===== config.mk =====
export PLATFORM = sky130hd
export DESIGN_NAME = ysyx_23060020_wbarb
export DESIGN_NICKNAME = d
export VERILOG_FILES = /design/src/rtl/ysyx_23060020_wbarb.sv
export SDC_FILE = /design/constraint.sdc
export NUM_CORES = 1
export LEC_CHECK = 0
export CORE_MARGIN = 3
export CORE_UTILIZATION = 40
export CTS_CLUSTER_DIAMETER = 40
export DETAILED_ROUTE_END_ITERATION = 10
export GPL_ROUTABILITY_DRIVEN = 0
export PLACE_DENSITY = 0.79
export SLEW_MARGIN = 20
export SYNTH_ARGS = -nofsm -noshare
export SYNTH_HDL_FRONTEND = slang
export SYNTH_SLANG_ARGS = --single-unit
export TNS_END_PERCENT = 1

===== constraint.sdc =====
create_clock -name clk -period 3.4 [get_ports clk]
set_input_delay 0.68 -clock clk [delete_from_list [all_inputs] [get_ports clk]]
set_output_delay 0.68 -clock clk [all_outputs]
set_load 0.01 [all_outputs]

===== src/rtl/ysyx_23060020_wbarb.sv =====
// Writeback arbiter: merges EXU and LSU writebacks onto one register-file write
// port and keeps the per-register busy scoreboard used for issue stalls.
module ysyx_23060020_wbarb (
   input  logic        clk,
   input  logic        rst,
   input  logic        exu_valid,
   input  logic [4:0]  exu_rd,
   input  logic [31:0] exu_data,
   output logic        exu_ready,
   input  logic        lsu_valid,
   input  logic [4:0]  lsu_rd,
   input  logic [31:0] lsu_data,
   output logic        lsu_ready,
   output logic        rfwen,
   output logic [4:0]  w1a,
   output logic [31:0] w1d,
   input  logic        alloc_valid,
   input  logic [4:0]  alloc_rd,
   output logic        alloc_ready,
   input  logic [4:0]  chk_r1a,
   input  logic [4:0]  chk_r2a,
   output logic        stall
);

   // Handshake: a transfer happens on a rising edge where valid && ready. Ready
   // is combinational from valid, so a lone requester is taken in its first
   // cycle; a requester must hold valid/rd/data stable until that edge.

   logic        prio_q, prio_d;
   logic [31:0] busy_q, busy_d;
   logic        rfwen_q, rfwen_d;
   logic [4:0]  w1a_q, w1a_d;
   logic [31:0] w1d_q, w1d_d;
   logic        exu_gnt, lsu_gnt;
   logic        alloc_ok;

   function automatic logic is_busy(input logic [31:0] b, input logic [4:0] a);
      return (a != 5'd0) && b[a];
   endfunction

   always_comb begin
      exu_gnt = exu_valid && (!lsu_valid || !prio_q);
      lsu_gnt = lsu_valid && (!exu_valid || prio_q);
   end

   // Outputs are forced low while reset is held, independent of the clock.
   assign exu_ready   = rst && exu_gnt;
   assign lsu_ready   = rst && lsu_gnt;
   assign alloc_ok    = (alloc_rd == 5'd0) || !busy_q[alloc_rd];
   assign alloc_ready = rst && alloc_ok;
   assign stall       = rst && (is_busy(busy_q, chk_r1a) || is_busy(busy_q, chk_r2a));

   assign rfwen = rfwen_q;
   assign w1a   = w1a_q;
   assign w1d   = w1d_q;

   always_comb begin
      prio_d  = prio_q;
      rfwen_d = 1'b0;
      w1a_d   = 5'd0;
      w1d_d   = 32'd0;
      if (exu_gnt) begin
         prio_d  = 1'b1;
         rfwen_d = (exu_rd != 5'd0);
         w1a_d   = exu_rd;
         w1d_d   = exu_data;
      end else if (lsu_gnt) begin
         prio_d  = 1'b0;
         rfwen_d = (lsu_rd != 5'd0);
         w1a_d   = lsu_rd;
         w1d_d   = lsu_data;
      end
   end

   // Clear on the commit edge so an issue in the next cycle reads the new value;
   // a same-edge allocation to a different register is applied alongside.
   always_comb begin
      busy_d = busy_q;
      if (rfwen_q) begin
         busy_d[w1a_q] = 1'b0;
      end
      if (alloc_valid && alloc_ok && (alloc_rd != 5'd0)) begin
         busy_d[alloc_rd] = 1'b1;
      end
      busy_d[0] = 1'b0;
   end

   always_ff @(posedge clk or negedge rst) begin
      if (!rst) begin
         prio_q  <= 1'b0;
         busy_q  <= 32'd0;
         rfwen_q <= 1'b0;
         w1a_q   <= 5'd0;
         w1d_q   <= 32'd0;
      end else begin
         prio_q  <= prio_d;
         busy_q  <= busy_d;
         rfwen_q <= rfwen_d;
         w1a_q   <= w1a_d;
         w1d_q   <= w1d_d;
      end
   end

endmodule

# [Word level (Yosys, flattened, before mapping)]
# Cells that the tools add are included.
# W data, S select, Z words.
[word_totals] register_bits=70 latchBits=0 ramBits=0 mem_bits_ro=0 inputBits=94 out_inout_bits=42 elab_cells=61 memories=0
[op_classes] addsub=0 multipliers=0 div_mod_pow=0 n_lt_le_gt_ge=6 eq_ne=0 shift=0 mux=20 bitwise_logic=3 reduce_logical=27
[ops] op="$mux W32" n=4
[ops] op="$and A32 B32 Y32" n=1
[ops] op="$not A32 Y32" n=1
[ops] op="$or A32 B32 Y32" n=1
[ops] op="$reduce_bool A5 Y1" n=5
[ops] op="$lt A5 B6 Y1 const B" n=4
[ops] op="$bmux W1 S5" n=3
[ops] op="$logic_and A1 B1 Y1" n=12
[ops] op="$demux W1 S5" n=2
[ops] op="$ge A5 B1 Y1 const B" n=2
[ops] op="$mux W5" n=2
[ops] op="$mux W1" n=9
[ops] op="$logic_not A5 Y1" n=1
[ops] op="$logic_not A1 Y1" n=4
[ops] op="$logic_or A1 B1 Y1" n=4
[ops] op="$reduce_bool A2 Y1" n=1

# [Longest topological paths before layout]
# Gate-level depths: netlist of run 1.
[logic_depth] word_depth=9 ltp_mapped=9 ltp_nobuf=6

# [Worst setup path before layout of run 1]
# Ideal clock, no wire load.
[synth_timing] path_kind="in2out" from="input port chk_r1a[1]" to="output port stall" arrival_time_ns=2.346 required_time_ns=2.720 path_slack_ns=0.374 cell_stages=6 path_buffers=1 path_cell_list="clkbuf_1 > mux4_2 > or2_2 > a41oi_1 > o2111ai_1 > o21a_1"
[synth_between] elab_chain_cells=5 word_cells_on_any_way=6 classes_between="mux (2); reduce/logical (4)"
[synth_lines] element="from (decl)" line="20" source="input logic [4:0] chk_r1a,"
[synth_lines] element="$bmux W1 S5" line="38" source="return (a != 5'd0) && b[a];"
[synth_lines] element="$mux W1 (implied by the code)" line="38"
[synth_lines] element="$logic_and A1 B1 Y1 *" line="38"
[synth_lines] element="$logic_or A1 B1 Y1 *" line="51" source="assign stall = rst && (is_busy(busy_q, chk_r1a) || is_busy(busy_q, chk_r2a));"
[synth_lines] element="$logic_and A1 B1 Y1 *" line="51"
[synth_lines] element="to (decl)" line="22" source="output logic stall"
# Every way passes the cells marked *; elsewhere a longest branch is shown, timed or not. The select of a mux whose other input is x is not followed.

# [Worst setup path after layout of run 1]
[layout_timing] from="input port chk_r2a[1]" to="output port stall"
[layout_between] elab_chain_cells=5 word_cells_on_any_way=6 classes_between="mux (2); reduce/logical (4)"
[layout_lines] element="from (decl)" line="21" source="input logic [4:0] chk_r2a,"
[layout_lines] element="$bmux W1 S5" line="38"
[layout_lines] element="$mux W1 (implied by the code)" line="38"
[layout_lines] element="$logic_and A1 B1 Y1 *" line="38"
[layout_lines] element="$logic_or A1 B1 Y1 *" line="51"
[layout_lines] element="$logic_and A1 B1 Y1 *" line="51"
# Marked as above.

==> results.toml, run 1 <==
[run_status]
status = "finished clean"

[synthesis]
synth_area_sq_um = 3650
synth_compound_area_share_pct = 24.03
synth_enable_flop_cells = 0
synth_fa_ha_area_share_pct = 0
avgSynthCellArea_sq_um = 11.74
synth_top_family_by_area = "compound AO/OA/AOI/OAI gates"
muxShareOfSynthArea_pct = 13.99
ys_ff_latch = 70
yosys.area.top_type_share_pct = 47.99
syn-num-nets = 405
synth-warning-count = 0
synthFlopType = "dfrtp_1"
synthCells = 311
ys_types = 48
yosys-top-cells-area = "dfrtp_1 (48%), mux4_2 (9.3%), a22o_1 (8.9%), o21ai_0 (5.5%), o31ai_1 (3.9%)"
synthSimpleGateAreaFrac_pct = 10.28
synthXorXnorAreaFrac_pct = 0
synthArstFlopShare_pct = 100.0
synth_top_area_cell = "dfrtp_1"
synth_seq_area_share_pct = 47.99

[timing]
whs_ns = 0.1960
setup_viol = 0
fin_skew_ns = 0.01420
layout_min_cycle_time_ns = 3.324
min_period_over_period_pct = 97.75
hold_violations = 0
worst-slew-pin-transition_ns = 0.5086
max-slew-margin-rel_pct = 65.97
rsz0062_at_grt = "yes"
fmax_mhz = 300.9
slew_viol_final = 0
tns_ns = 0

[placement]
dpl.hpwl_mm = 8.935
io_buffers = 135

[cts]
clock_latency_ns = 0.34
clk_path_buf_depth = 2
holdBufCountCts = 0
cts_tree = "built"
cts_setup_buffers = 0
clock_sinks = 70
htreeDepth = 3
clkTransAtPathRegs_ns = 0.07
cts_buffers = 9
cts-root-buf = "clkbuf_8"

[detailed_routing]
drt_iter0_drc = 226
remaining_drc_errors = 0
drt-total-wl_mm = 11.41
vias = 3448
post_drt_wl_per_cell_microns = 19.71
first_pass_iters = 5
via_per_inst = 5.955
ant_nets = 0

[floorplanning]
core_region_area_sq_um = 8806
initial_core_util_pct = 41.45
ioPinCount = 136
die-area_sq_um = 10310
die_h_microns = 101.5
die_w_microns = 101.5
rows = 34

[power_and_ir_drop]
p_per_area_nw_per_um2 = 542.5
ir_worst_vdd_uv = 298.6
leakage_uw = 0.002238

[finish]
num_antenna_cells = 0
layout-drive-gt1-share_pct = 18.05
seq_area_sq_um = 1752
area_growth_pct = 51.59
nets = 560
nFillCells = 685
multi_input_area_sq_um = 1779

[flow_run]
maxCapViolCount = 0

[setup_path]
crit_type = "in -> out"
crit_path_end_kind = "primary output"
worstPathRequired_ns = 2.72
crit_arrival_ns = 2.64
crit_fanout = 9
cp-start-kind = "primary input"
worst_r2r_path_depth = 7

[global_route]
grt_pass1_wl_mm = 18.26
track_usage_pct = 23.26
first_global_vias = 3557
antenna_found_initial = 0
grt_overflow = 0
grt_max_degree = 39

[hold_path]
worstHoldPathType = "in -> async"
-- layout make-up --
cell class / instances / share of cell area [%]
Clock inverter: 5 / 1.922
Inverter: 5 / 0.3392
Clock buffer: 11 / 2.555
Sequential cell: 70 / 31.66
Multi-Input combinational cell: 212 / 32.16
Timing Repair Buffer: 168 / 28.92
Tap cell: 108 / 2.442
-- sequential cells by signal (all words and copies together), names as in the netlist --
| signal | flops |
|---|---|
| w1a | 5 |
| prio_q | 1 |
| rfwen | 1 |
| busy_q | 31 |
| w1d | 32 |
-- what timing repair did --
item / in CTS / in global routing
gates cloned: 0 / 0
endpoints found under the setup margin: 2 / 2
resized for setup: 11 / 5
pin swaps: 3 / 1
-- final timing paths --
check                                           from              endpoint  slack [ns]
worst max-delay path                      chk_r2a[1]                 stall        0.08
worst min-delay path                             rst     w1d[28]$_DFF_PN0_        0.20
worst max register to register  busy_q[30]$_DFF_PN0_  busy_q[20]$_DFF_PN0_        1.13
worst min register to register    prio_q$_DFFE_PN0P_    prio_q$_DFFE_PN0P_        0.58
max in group asynchronous                        rst  busy_q[12]$_DFF_PN0_        2.53
min in group clk                  prio_q$_DFFE_PN0P_    prio_q$_DFFE_PN0P_        0.58
-- cell families (layout without fill, tap and decap cells) --
logic type | after synthesis | count (layout)
DFF | 70 | 70
AOI/OAI and AO/OA | 121 | 121
muxes | 30 | 30
buffers and inverters | 29 | 189
and+or+nand+nor | 61 | 61
-- synth_stat cells (2+ instances only) --
cell / n
a221oi_1: 2
o31ai_1: 19
and3_1: 2
nand3_1: 4
nor2b_1: 5
a2111oi_0: 2
clkbuf_1: 18
inv_1: 5
or3b_2: 5
a22o_1: 37
or4_1: 2
nor3b_1: 3
o2111ai_1: 2
buf_1: 2
or2_2: 2
or3_1: 3
nor3_1: 3
a31oi_1: 2
buf_6: 3
o21ai_0: 40
dfrtp_1: 70
and2_1: 2
mux2i_1: 9
a21oi_1: 3
o31ai_2: 4
mux4_2: 15
nand2_1: 9
nand2b_1: 3
mux2_2: 5
nor2_1: 5
nand3b_1: 8
-- power breakdown --
part           internal (uW)  switching, uW
Clock                    509            306
Combinational            536            367
Sequential              1040            247
-- placed cells by master, fill, tap and decap left out, types with 3 or more instances in the layout --
master / Yosys / final
nand2b_1: 3 / 3
a22o_1: 37 / 37
bufinv_16: 0 / 3
nand3b_1: 8 / 8
nor2_1: 5 / 5
or3_1: 3 / 3
clkbuf_8: 0 / 10
mux2_2: 5 / 5
clkdlybuf4s50_1: 0 / 127
dfrtp_1: 70 / 70
o31ai_1: 19 / 19
dlygate4sd2_1: 0 / 3
nand2_1: 9 / 9
nor3_1: 3 / 3
nor2b_1: 5 / 5
o31ai_2: 4 / 4
buf_4: 1 / 32
nand3_1: 4 / 4
a21oi_1: 3 / 3
inv_1: 5 / 5
o21ai_0: 40 / 40
mux2i_1: 9 / 9
mux4_2: 15 / 15
or3b_2: 5 / 5
-- per-stage QoR --
stage	power [uW]	instance area (sq um)	instances	setup WS (ns)	utilization, %
global route	3157	5533	579	-0.01021	62.83
finish	3001	5533	579	0.07649	62.83
global placement	2156	5276	564	-0.4050	59.92
floorplan	1721	3650	311	0.3742	-
CTS	3011	5520	579	0.04104	62.69
detailed placement	2194	5276	564	-0.4507	59.92
-- metal layers --
metal / track usage [%] / share of wire, %
met1: 28.81 / 37
met2: 38.83 / 50
met3: 6.749 / 11
met4: 8.384 / 2.2
met5: 0 / 0
-- worst max-delay path, cell delays in order --
cell	delay, ns
clkdlybuf4s50_1	0.51
buf_4	0.18
mux2_2	0.35
nor3b_2	0.16
a21oi_1	0.06
nand4b_1	0.10
o2111ai_1	0.12
o21a_1	0.20
dlygate4sd2_1	0.28
Power figures use the tool's default switching activity.
==> run 2: changes to the inputs <==
--- a/config.mk
+++ b/config.mk
@@ -11,7 +11,6 @@
 export DETAILED_ROUTE_END_ITERATION = 10
 export GPL_ROUTABILITY_DRIVEN = 0
 export PLACE_DENSITY = 0.79
-export SLEW_MARGIN = 20
 export SYNTH_ARGS = -nofsm -noshare
 export SYNTH_HDL_FRONTEND = slang
 export SYNTH_SLANG_ARGS = --single-unit
==> results of run 2 <==
The final DEF is identical to that of run 1; final timing and power are the same.
